===== config.mk =====
export PLATFORM = sky130hd
export DESIGN_NAME = skp_elastic_fifo
export DESIGN_NICKNAME = d
export VERILOG_FILES = /design/src/rtl/skp_elastic_fifo.sv
export SDC_FILE = /design/constraint.sdc
export NUM_CORES = 1
export LEC_CHECK = 0
export ABC_AREA = 1
export CAP_MARGIN = 40
export CORE_ASPECT_RATIO = 0.6
export CORE_UTILIZATION = 41
export DETAILED_ROUTE_END_ITERATION = 6
export SKIP_CTS_REPAIR_TIMING = 1
export SLEW_MARGIN = 20
export SYNTH_ARGS = -nofsm -noshare
export SYNTH_HDL_FRONTEND = slang
export SYNTH_SLANG_ARGS = --single-unit

===== constraint.sdc =====
create_clock -name clk -period 3.1 [get_ports clk]
set_input_delay 0.31 -clock clk [delete_from_list [all_inputs] [get_ports clk]]
set_output_delay 0.31 -clock clk [all_outputs]
set_load 0.02 [all_outputs]

===== src/rtl/skp_elastic_fifo.sv =====
// skp_elastic_fifo -- single-clock elastic buffer for SKP ordered-set rate matching.
//
// Symbols are written on in_vld (no backpressure) and read first-word-fall-through.
// When the buffer runs high, an incoming COM,SKP pair is swallowed: the COM is
// retracted from the buffer and the SKP is never written. When it runs low, a
// COM,SKP pair is replayed on the output after an outgoing SKP, and the read
// pointer is held meanwhile.
//
// Optional build macro: SKP_EFIFO_STATS_EN -- builds the saturating add/del/ovf
// statistics counters. Without it the three counter ports are tied to zero.
//
// Ports:
//   clk, rst                 clock (rising edge), synchronous active-high reset
//   in_data, in_vld          input symbol and strobe
//   out_data, out_vld,
//   out_rdy                  FWFT output symbol, valid, consumer ready
//   level, full, empty       occupancy status
//   skp_added, skp_deleted,
//   overflow                 one-cycle event pulses (cycle after the event edge)
//   add_cnt, del_cnt,
//   ovf_cnt                  16-bit saturating event counters
module skp_elastic_fifo #(
  parameter int                DATA_W   = 10,
  parameter int                DEPTH    = 16,
  parameter int                ADD_TH   = 6,
  parameter int                DEL_TH   = 10,
  parameter logic [DATA_W-1:0] SKP_SYM1 = DATA_W'(10'h0f9),
  parameter logic [DATA_W-1:0] SKP_SYM2 = DATA_W'(10'h306)
) (
  input  logic                      clk,
  input  logic                      rst,
  input  logic [DATA_W-1:0]         in_data,
  input  logic                      in_vld,
  output logic [DATA_W-1:0]         out_data,
  output logic                      out_vld,
  input  logic                      out_rdy,
  output logic [$clog2(DEPTH):0]    level,
  output logic                      full,
  output logic                      empty,
  output logic                      skp_added,
  output logic                      skp_deleted,
  output logic                      overflow,
  output logic [15:0]               add_cnt,
  output logic [15:0]               del_cnt,
  output logic [15:0]               ovf_cnt
);

  localparam int AW = $clog2(DEPTH);
  localparam int PW = AW + 1;

  localparam logic [PW-1:0] DEPTH_L  = PW'(DEPTH);
  localparam logic [PW-1:0] ADD_TH_L = PW'(ADD_TH);
  localparam logic [PW-1:0] DEL_TH_L = PW'(DEL_TH);

  typedef enum logic [1:0] {
    IDLE,
    INS1,
    INS2
  } state_t;

  state_t            state;
  logic [DATA_W-1:0] mem [DEPTH];
  logic [PW-1:0]     wr_ptr;
  logic [PW-1:0]     rd_ptr;
  logic              in_skp1;
  logic              out_skp1;

  logic              del_hit;
  logic              wr_en;
  logic              ovf_hit;
  logic              xfer;
  logic              ins_start;

  assign level = wr_ptr - rd_ptr;
  assign full  = (level == DEPTH_L);
  assign empty = (level == '0);

  // Deletion wins over both write and overflow: nothing is stored, so a full
  // buffer does not prevent retracting the COM.
  assign del_hit = in_vld && (in_data == SKP_SYM2) && in_skp1 && (level > DEL_TH_L);
  assign wr_en   = in_vld && !full && !del_hit;
  assign ovf_hit = in_vld && full && !del_hit;

  always_comb begin
    out_vld  = 1'b0;
    out_data = mem[rd_ptr[AW-1:0]];
    case (state)
      IDLE: begin
        out_vld  = !empty;
        out_data = mem[rd_ptr[AW-1:0]];
      end
      INS1: begin
        out_vld  = 1'b1;
        out_data = SKP_SYM1;
      end
      INS2: begin
        out_vld  = 1'b1;
        out_data = SKP_SYM2;
      end
      default: begin
        out_vld  = 1'b0;
        out_data = mem[rd_ptr[AW-1:0]];
      end
    endcase
  end

  assign xfer = out_vld && out_rdy;

  // Post-read level (level-1) below ADD_TH; level >= 1 whenever a transfer
  // happens in IDLE, so this is the same as level <= ADD_TH.
  assign ins_start = (state == IDLE) && xfer && (out_data == SKP_SYM2) &&
                     out_skp1 && (level <= ADD_TH_L);

  always_ff @(posedge clk) begin
    if (wr_en && !rst) begin
      mem[wr_ptr[AW-1:0]] <= in_data;
    end
  end

  always_ff @(posedge clk) begin
    if (rst) begin
      wr_ptr      <= '0;
      rd_ptr      <= '0;
      in_skp1     <= 1'b0;
      out_skp1    <= 1'b0;
      state       <= IDLE;
      skp_added   <= 1'b0;
      skp_deleted <= 1'b0;
      overflow    <= 1'b0;
    end else begin
      skp_added   <= ins_start;
      skp_deleted <= del_hit;
      overflow    <= ovf_hit;

      // Retraction steps wr_ptr back over the COM written last cycle(s); with
      // level > DEL_TH that entry cannot be the one being read this cycle.
      if (del_hit) begin
        wr_ptr  <= wr_ptr - PW'(1);
        in_skp1 <= 1'b0;
      end else if (wr_en) begin
        wr_ptr  <= wr_ptr + PW'(1);
        in_skp1 <= (in_data == SKP_SYM1);
      end

      if (xfer) begin
        out_skp1 <= (out_data == SKP_SYM1);
      end

      case (state)
        IDLE: begin
          if (xfer) begin
            rd_ptr <= rd_ptr + PW'(1);
          end
          if (ins_start) begin
            state <= INS1;
          end
        end
        INS1: begin
          if (out_rdy) begin
            state <= INS2;
          end
        end
        INS2: begin
          if (out_rdy) begin
            state <= IDLE;
          end
        end
        default: state <= IDLE;
      endcase
    end
  end

`ifdef SKP_EFIFO_STATS_EN
  always_ff @(posedge clk) begin
    if (rst) begin
      add_cnt <= '0;
      del_cnt <= '0;
      ovf_cnt <= '0;
    end else begin
      if (ins_start && (add_cnt != '1)) begin
        add_cnt <= add_cnt + 16'd1;
      end
      if (del_hit && (del_cnt != '1)) begin
        del_cnt <= del_cnt + 16'd1;
      end
      if (ovf_hit && (ovf_cnt != '1)) begin
        ovf_cnt <= ovf_cnt + 16'd1;
      end
    end
  end
`else
  assign add_cnt = '0;
  assign del_cnt = '0;
  assign ovf_cnt = '0;
`endif

endmodule

==> impl_metrics.toml <==
[flow_run]
cap_violations = 0

[yosys]
async_reset_ff_share_pct = 0
synth-seq-cells = 181
synth_cell_type_count = 35
ys.flop_type = "edfxtp_1"
yosysSeqAreaShare_pct = 61.8
synthCells = 825
synth.avg_cell_area_sq_um = 10.2
synth_edf_count = 160
yosys_warnings = 0
synthesis.area_sq_um = 8450

[worst_setup_path]
cp-end-kind = "flip-flop"
path_class = "flip-flop to flip-flop"
start_kind = "flip-flop"
crit_path_cell_trace = "inv_1 -> ha_1 -> fa_2 -> nand3b_1 -> nand2_1 -> nand2_1 -> nand2_1 -> inv_2 -> o211ai_4 -> buf_12 -> nand2_2 -> nor2_4 -> nand3_1 -> buf_4 -> nor2_2 -> buf_4"
slowest_delay_ns = 0.35
worst_path_most_repeated_cell = "nand2_1"
critPathBufInv = 5
cp.arrival_ns = 3.12
cp_max_fo = 5
worst_ep_required_time_ns = 3.25
critPathSlowestCell = "fa_2"
crit_family = "simple AND/OR/NAND/NOR gates"

[finish]
nets = 933
num_antenna_cells = 0
area_growth_pct = 18.2
fin_area_sq_um = 9990
drive_gt1_share_pct = 12.9
n_fill_cell = 1816
instances_no_fill = 1190

[timing]
rsz0062_at_grt = "yes"
worst_hold_slack_ns = 0.478
report.final.hold_viol_count = 0
tightest_slew_ns = 0.503
maxSlewViolCount = 0
setup-tns-final_ns = 0
finalCritPeriodShare_pct = 96.0
max_clock_freq_mhz = 336
setup_violations = 0
relSlewSlack_pct = 66.4
fin_crit_ns = 2.97
fin_skew_ns = 0.00973

[routing]
post-route-drc-count = 0
ant_nets = 0
wl_mm = 22.2
viasPerCell = 5.02
num_vias = 5970
drt-initial-drc-count = 816
drt-pass1-iter-count = 5
wl_per_cell_um = 18.6

[place]
dp.final_hpwl_mm = 14.6
placedCellCount = 1148
numPortBuffers = 34
place_area_sq_um = 9080
routabilityCongestion = 0.909

[floorplanning]
die_w_um = 187
die_height_um = 113
die_area_sq_um = 21200
start_util_pct = 42.0
core_area_sq_um = 20100
rows = 40
ioPinCount = 83

[clock_tree]
path_clk_slew_ns = 0.07
clk_path_buf_depth = 2
clkSinkCount = 181
cts.htree.levels = 4
cts-buffers-inserted = 17
root_buffer = "clkbuf_16"
clock_latency_ns = 0.43
cts_tree = "done"

[power_and_ir_drop]
leakage_nw = 4.04
total_power_mw = 8.19
power_density_nw_per_um2 = 820
peakVddDrop_uv = 513

[global_routing]
first_global_vias = 5342
grt_antenna_before_repair = 1
grt_overflow_total = 0
grt.total_usage_pct = 21.2
grt_max_degree = 43
grt_pass1_wl_mm = 32.7

[worst_hold_path]
hold_class = "flip-flop to flip-flop"

[outcome]
outcome = "finished, final reports clean"
-- cell usage in the layout (no fill, tap or decap), types with 2 or more instances in the layout --
cell type	netlist	routed
xnor2_1	3	3
nor2_2	1	4
conb_1	1	48
nand3b_1	4	4
a21oi_2	1	2
o211ai_1	8	8
clkdlybuf4s50_1	0	30
ha_1	13	12
dfxtp_1	21	19
dlymetal6s2s_1	0	4
o21a_1	2	2
nand2_1	171	170
o21ai_0	46	46
inv_4	0	3
nor2_1	111	102
inv_2	2	3
clkinv_2	0	2
buf_4	53	40
buf_12	0	4
edfxtp_1	160	160
nand3_1	76	74
nand2_2	1	2
nand3_4	0	2
nor4_1	2	2
xor2_1	3	3
inv_6	0	3
inv_1	69	67
clkbuf_16	0	21
dfxtp_2	0	2
nor2_4	1	7
buf_6	12	16
a21oi_1	21	20
nand4_1	7	7
nor3_1	3	3
clkbuf_8	0	3
o21ai_1	10	10
-- layout make-up --
class / instances / area (sq um) / area share [%]
well taps: 273 / 342 / 3.42
flip-flops and latches: 181 / 5230 / 52.3
clock buffers: 25 / 571 / 5.71
repair buffers: 94 / 911 / 9.12
clock inverters: 7 / 48.8 / 0.489
inverters: 72 / 273 / 2.73
multi-input cells: 538 / 2620 / 26.2
-- cell usage after synthesis (2+ instances only) --
cell | count | area (sq um)
nand2_1 | 171 | 642
edfxtp_1 | 160 | 4800
nor2_1 | 111 | 417
nand3_1 | 76 | 380
inv_1 | 69 | 259
buf_4 | 53 | 398
o21ai_0 | 46 | 230
a21oi_1 | 21 | 105
dfxtp_1 | 21 | 420
ha_1 | 13 | 163
buf_6 | 12 | 135
buf_2 | 10 | 50.1
o21ai_1 | 10 | 50.1
o211ai_1 | 8 | 60.1
nand4_1 | 7 | 43.8
clkbuf_1 | 5 | 18.8
nand3b_1 | 4 | 30.0
nor3_1 | 3 | 15.0
xnor2_1 | 3 | 26.3
xor2_1 | 3 | 26.3
fa_1 | 2 | 40.0
inv_2 | 2 | 7.51
nor4_1 | 2 | 12.5
o21a_1 | 2 | 15.0
-- per-layer routing --
metal  track usage (%)  part of all wire (%)  wire (um)
met4              4.43                  0.62        138
met3              5.65                   9.2       2050
met2              27.3                    40       8810
met1              34.5                    50      11200
met5                 0                     0          0
-- report_power, final --
| part | switching [mW] | leakage (nW) | internal, mW |
|---|---|---|---|
| Clock | 0.951 | 0.312 | 1.29 |
| Combinational | 2.04 | 2.11 | 1.08 |
| Sequential | 0.0775 | 1.61 | 2.76 |
| Total | 3.07 | 4.04 | 5.13 |
-- tightest hold or removal path: cells and delay by family, from the launching register on --
kind	cells	cell delay, ns
compound gates	1	0.05
flops	1	0.32
simple gates	1	0.06
-- cells by family (layout without fill, tap and decap cells) --
family / count (synthesis) / count (layout) / share of synthesized area, %
other: 1 / 48 / 0.0444
XOR/XNOR: 6 / 6 / 0.622
adder cells (fa/ha/maj): 15 / 15 / 2.40
AO/OA/AOI/OAI: 92 / 92 / 6.07
AND/OR/NAND/NOR: 377 / 377 / 18.5
buffers and inverters: 153 / 198 / 10.5
flip-flops: 181 / 181 / 61.8
-- registers in the layout (all words and copies together), names as in the netlist, named ones only --
register     cells
in_skp1          1
mem            160
out_skp1         1
overflow         1
rd_ptr           5
skp_added        1
skp_deleted      1
state            2
wr_ptr           5
-- stage by stage --
stage | setup slack, ns | util [%]
final | 0.125 | 49.6
after CTS | -0.0956 | 48.2
after global routing | -0.0711 | 49.6
after detailed placement | 0.0365 | 45.1
after floorplan | -0.0205 | -
after global placement | 0.0860 | 45.1
-- final timing paths --
path	from	endpoint	slack (ns)	depth (start not counted)
hold reg to reg	in_skp1$_SDFFE_PP0P_	in_skp1$_SDFFE_PP0P_	0.48	2
setup reg to reg	wr_ptr[0]$_SDFFE_PP0P_	mem[12][2]$_DFFE_PP_	0.13	16
setup / recovery	wr_ptr[0]$_SDFFE_PP0P_	mem[12][2]$_DFFE_PP_	0.13	16
hold / removal	in_skp1$_SDFFE_PP0P_	in_skp1$_SDFFE_PP0P_	0.48	2
(Power assumes the default switching activity.)
